### src/rtl/ahb3lite_gpio.sv
// AHB3-Lite GPIO slave: 8 LED outputs (DATA_OUT with SET/CLR aliases) and 8 synchronized button inputs.
// Define GPIO_DEBOUNCE_EN to add a prescaled 3-sample debouncer in front of DATA_IN.
module ahb3lite_gpio #(
    parameter int g_haddr_width     = 32,
    parameter int g_hdata_width     = 32,
    parameter int g_debounce_cycles = 10000
) (
    input  logic                     hclk_i,
    input  logic                     hreset_n_i,
    input  logic                     hsel_i,
    input  logic [g_haddr_width-1:0] haddr_i,
    input  logic [1:0]               htrans_i,
    input  logic                     hwrite_i,
    input  logic [2:0]               hsize_i,
    input  logic [2:0]               hburst_i,
    input  logic [3:0]               hprot_i,
    input  logic                     hmastlock_i,
    input  logic [g_hdata_width-1:0] hwdata_i,
    input  logic                     hready_i,
    output logic [g_hdata_width-1:0] hrdata_o,
    output logic                     hreadyout_o,
    output logic                     hresp_o,
    input  logic [7:0]               gpio_i,
    output logic [7:0]               gpio_o
);

    typedef enum logic [1:0] {
        ST_IDLE,
        ST_ERR1,
        ST_ERR2
    } state_t;

    localparam logic [1:0] REG_DATA_OUT = 2'd0;
    localparam logic [1:0] REG_DATA_IN  = 2'd1;
    localparam logic [1:0] REG_SET      = 2'd2;
    localparam logic [1:0] REG_CLR      = 2'd3;

    state_t      state_reg;
    logic        dp_valid_reg;
    logic        dp_write_reg;
    logic [1:0]  dp_addr_reg;
    logic [7:0]  data_out_reg;
    logic [7:0]  sync1_reg;
    logic [7:0]  sync2_reg;
    logic [7:0]  data_in;
    logic        addr_phase;
    logic        unmapped;
    logic        unused_inputs;

    assign addr_phase = hsel_i & hready_i & htrans_i[1];
    assign unmapped   = |haddr_i[g_haddr_width-1:4];
    assign gpio_o     = data_out_reg;

    assign unused_inputs = ^{hsize_i, hburst_i, hprot_i, hmastlock_i,
                             haddr_i[1:0], hwdata_i[g_hdata_width-1:8]};

    // Response FSM and data-phase bookkeeping; an unmapped transfer never reaches the register file.
    always_ff @(posedge hclk_i or negedge hreset_n_i) begin
        if (!hreset_n_i) begin
            state_reg    <= ST_IDLE;
            hreadyout_o  <= 1'b1;
            hresp_o      <= 1'b0;
            dp_valid_reg <= 1'b0;
            dp_write_reg <= 1'b0;
            dp_addr_reg  <= 2'd0;
            data_out_reg <= 8'h00;
        end else begin
            if (dp_valid_reg && dp_write_reg) begin
                case (dp_addr_reg)
                    REG_DATA_OUT: data_out_reg <= hwdata_i[7:0];
                    REG_SET:      data_out_reg <= data_out_reg | hwdata_i[7:0];
                    REG_CLR:      data_out_reg <= data_out_reg & ~hwdata_i[7:0];
                    default:      ;
                endcase
            end

            dp_valid_reg <= 1'b0;
            case (state_reg)
                ST_ERR1: begin
                    state_reg   <= ST_ERR2;
                    hreadyout_o <= 1'b1;
                    hresp_o     <= 1'b1;
                end
                default: begin
                    if (addr_phase && unmapped) begin
                        state_reg   <= ST_ERR1;
                        hreadyout_o <= 1'b0;
                        hresp_o     <= 1'b1;
                    end else begin
                        state_reg   <= ST_IDLE;
                        hreadyout_o <= 1'b1;
                        hresp_o     <= 1'b0;
                        if (addr_phase) begin
                            dp_valid_reg <= 1'b1;
                            dp_write_reg <= hwrite_i;
                            dp_addr_reg  <= haddr_i[3:2];
                        end
                    end
                end
            endcase
        end
    end

    always_ff @(posedge hclk_i or negedge hreset_n_i) begin
        if (!hreset_n_i) begin
            sync1_reg <= 8'h00;
            sync2_reg <= 8'h00;
        end else begin
            sync1_reg <= gpio_i;
            sync2_reg <= sync1_reg;
        end
    end

`ifdef GPIO_DEBOUNCE_EN
    localparam int CNT_W = (g_debounce_cycles > 2) ? $clog2(g_debounce_cycles) : 1;

    logic [CNT_W-1:0] prescale_reg;
    logic             tick;

    assign tick = (prescale_reg == CNT_W'(g_debounce_cycles - 1));

    always_ff @(posedge hclk_i or negedge hreset_n_i) begin
        if (!hreset_n_i) begin
            prescale_reg <= '0;
        end else if (tick) begin
            prescale_reg <= '0;
        end else begin
            prescale_reg <= prescale_reg + 1'b1;
        end
    end

    // Each bit keeps its two previous tick samples; three equal samples commit the new level.
    genvar gi;
    generate
        for (gi = 0; gi < 8; gi++) begin : g_debounce
            logic [1:0] hist_reg;
            logic       bit_reg;

            always_ff @(posedge hclk_i or negedge hreset_n_i) begin
                if (!hreset_n_i) begin
                    hist_reg <= 2'b00;
                    bit_reg  <= 1'b0;
                end else if (tick) begin
                    hist_reg <= {hist_reg[0], sync2_reg[gi]};
                    if ({hist_reg, sync2_reg[gi]} == 3'b111) begin
                        bit_reg <= 1'b1;
                    end else if ({hist_reg, sync2_reg[gi]} == 3'b000) begin
                        bit_reg <= 1'b0;
                    end
                end
            end

            assign data_in[gi] = bit_reg;
        end
    endgenerate
`else
    assign data_in = sync2_reg;
`endif

    always_comb begin
        hrdata_o = '0;
        if (dp_valid_reg && !dp_write_reg) begin
            case (dp_addr_reg)
                REG_DATA_OUT: hrdata_o[7:0] = data_out_reg;
                REG_DATA_IN:  hrdata_o[7:0] = data_in;
                default:      ;
            endcase
        end
    end

endmodule

### config.mk
export PLATFORM = sky130hd
export DESIGN_NAME = ahb3lite_gpio
export DESIGN_NICKNAME = d
export VERILOG_FILES = /design/src/rtl/ahb3lite_gpio.sv
export SDC_FILE = /design/constraint.sdc
export NUM_CORES = 1
export LEC_CHECK = 0
export CAP_MARGIN = 20
export CORE_AREA = 2 2 70 72
export DETAILED_ROUTE_END_ITERATION = 6
export DIE_AREA = 0 0 72 74
export DONT_BUFFER_PORTS = 1
export RECOVER_POWER = 50
export SLEW_MARGIN = 20
export SYNTH_ARGS = -nofsm -noshare
export SYNTH_HDL_FRONTEND = slang
export SYNTH_SLANG_ARGS = --single-unit
### constraint.sdc
create_clock -name hclk_i -period 1.5 [get_ports hclk_i]
set_input_delay 0.375 -clock hclk_i [delete_from_list [all_inputs] [get_ports hclk_i]]
set_output_delay 0.375 -clock hclk_i [all_outputs]
set_load 0.02 [all_outputs]
==> run summary <==
Final Hold Fails = 0
Pins over their slew limit = 0
DRT Pass-1 Iters = 4
Ant diodes = 0
CP Class = reg2out
Cts bufs inserted = 5
CTS Root Cell = clkbuf_8
Die extent in y = 74 um
RSZ-0062 raised after global routing = true
Final Cycle Share = 118.6%
Worst Path Max Fanout = 8
I/O pin count = 132
CTS tree = yes
Cells after DPL = 188
Port Buf Inserts = 0
Core ar. = 4598 um2
Total Wirelength = 3051 um
Cells after Synth = 127
Crit path DAT = 1.40 ns
Layout fillers = 448
Drt wl/cell = 15.33 um
RD Place Congestion = 0.7651
Clock-pin slew on the worst setup and hold paths = 0.06 ns
Commonest cells in the netlist = 31 x dfrtp_1, 24 x buf_4, 17 x nor2_1
Share of layout cells above drive strength 1 = 33.79%
Pre-CTS setup slack = -0.1116 ns
Outcome = finished, violations left
Cell variety after synth = 24
Residual DRC = 0
Fmax = 562.1 MHz
Worst skew pair latency = 0.27 ns
Gr usage total = 11.76%
Row count = 25
Max cap viols = 0
Failing checks = negative setup slack
Seq/Total Area, Yosys = 56.18%
Worst hold path type = in2reg
Kind of start point of the critical path = flop
Worst setup EP type = output pin
Initial DRC Count = 3
Clock Path Buffers = 2
Worst rel slew slack = 48.98%
Synthesized area = 1428 um2
Layout Cells excl Fill = 199
CTS Sinks = 32
Ys Warns = 0
CP max-delay cell = or3b_4
DP HPWL = 2282 um
P&R area growth vs syn = 20.60%
Synth area leader = dfrtp_1
H-tree levels = 2
Area contributors post-synth = dfrtp_1 54%, buf_4 13%, mux2i_1 5.6%, nor2_1 4.5%, a211oi_1 3.7%
Cell chain of the critical path = or3b_4 > nor2_4
Chip width = 72 um
Final TNS setup = -2.067 ns
Post-route setup slack = -0.2789 ns
First-pass GRT wire length = 4595 um
Setup-failing EPs final = 8
Tightest Pin Transition = 0.7653 ns
Final core utilization = 37.44%
Pleak = 0.7336 nW
Yosys top cell area share = 54.34%
Worst endpoint required time = 1.12 ns
Area after DPL = 1549 um2
Post-synth ARST share = 100.0%
Top-count cell post-synth = dfrtp_1
Routed Antenna Nets = 0
Vias in the first global route = 974
Overflow left after global routing = 0
Fin area = 1722 um2
Peak VDD IR = 0.0006410 V
Fin crit period = 1.779 ns
Die area = 5328 um2
Clock Skews = 0.001730 ns
Vias per cell = 4.804
Via count = 956
EDFF count, synth = 0
Pin count of the biggest net entering global routing = 33
Initial core utilization = 31.05%
Nets = 235
Synth Area per Inst = 11.24 um2
Power density over the cells = 977.8 nW/um2
Crit path largest cell delay = 0.53 ns
Initial antenna violation count = 0
Top FF cell, synth = dfrtp_1
Yosys reg bits = 32
## through the flow
| stage | hold slack (ns) | power, mW |
|---|---|---|
| 2_1_floorplan | 0.07941 | 1.030 |
| 3_3_place_gp | 0.08010 | 0.9846 |
| 3_5_place_dp | 0.07994 | 0.9866 |
| 4_1_cts | 0.1170 | 1.708 |
| 5_1_grt | 0.1043 | 1.757 |
| 6_report | 0.1262 | 1.684 |
## what timing repair did
action	CTS	global route
hold endpoints to repair	32	0
pin swaps	2	1
resized for setup	1	12
buffers inserted	1	1
endpoints found under the setup margin	8	10
hold buffers	2	0
## worst paths after layout
kind | end | startpoint | slack, ns | cells after the start
min in group asynchronous | data_in[3] | hreset_n_i | 0.78 | 2
hold / removal | sync1_reg[1] | gpio_i[1] | 0.13 | 0
max in group asynchronous | sync1_reg[0] | hreset_n_i | 0.24 | 2
setup reg to reg | gpio_o[5] | dp_write_reg | 0.01 | 7
hold reg to reg | data_in[5] | sync1_reg[5] | 0.35 | 0
setup / recovery | hrdata_o[6] | dp_write_reg | -0.28 | 2
## logic make-up (layout without fill, tap and decap cells)
logic type	after synthesis	count (layout)	synth area share (%)
mux	11	11	7.976
buf+inv	29	24	14.11
compound gates	17	17	7.449
other cells	1	24	0.2627
simple gates	37	37	14.02
flops	32	32	56.18
## layout by cell type, fill, tap and decap left out, drive strengths merged, types with 2 or more instances in the layout
master  netlist  routed
clkbuf        2       8
nand2b        3       3
o21ai         2       2
buf          26      14
conb          1      24
mux2i         8       8
nor4          7       7
nor2         17      17
a211oi        7       7
nand3         3       3
a21oi         7       7
mux2          3       3
dfrtp        31      31
## per-layer routing
metal	up-vias	share of wire, %	GRT usage (%)
met2	57	55	20.99
li1	425	-	-
met4	0	1.9	6.080
met5	-	0	0
met1	467	34	12.02
met3	7	8.6	4.607
## layout make-up
cell class	instances	area [um2]	area share, %
Timing Repair Buffer	16	132.6	7.703
Multi-Input combinational cell	89	619.3	35.97
Clock buffer	7	96.34	5.596
Inverter	1	3.754	0.2180
Tap cell	54	67.56	3.924
Sequential cell	32	802.0	46.58
## worst max-delay path, delay by kind of cell, from the launching register on
| family | cells | cell delay (ns) |
|---|---|---|
| flops | 1 | 0.38 |
| simple gates | 2 | 0.75 |
## power by group
group          leakage, nW  switching (mW)  total, mW  internal, mW
clock network       0.0503           0.283      0.691         0.408
logic                0.278          0.0781     0.0896        0.0115
registers            0.405          0.0115      0.903         0.891
total                0.734           0.373       1.68          1.31
No activity file was read; power rests on OpenSTA's default activity.
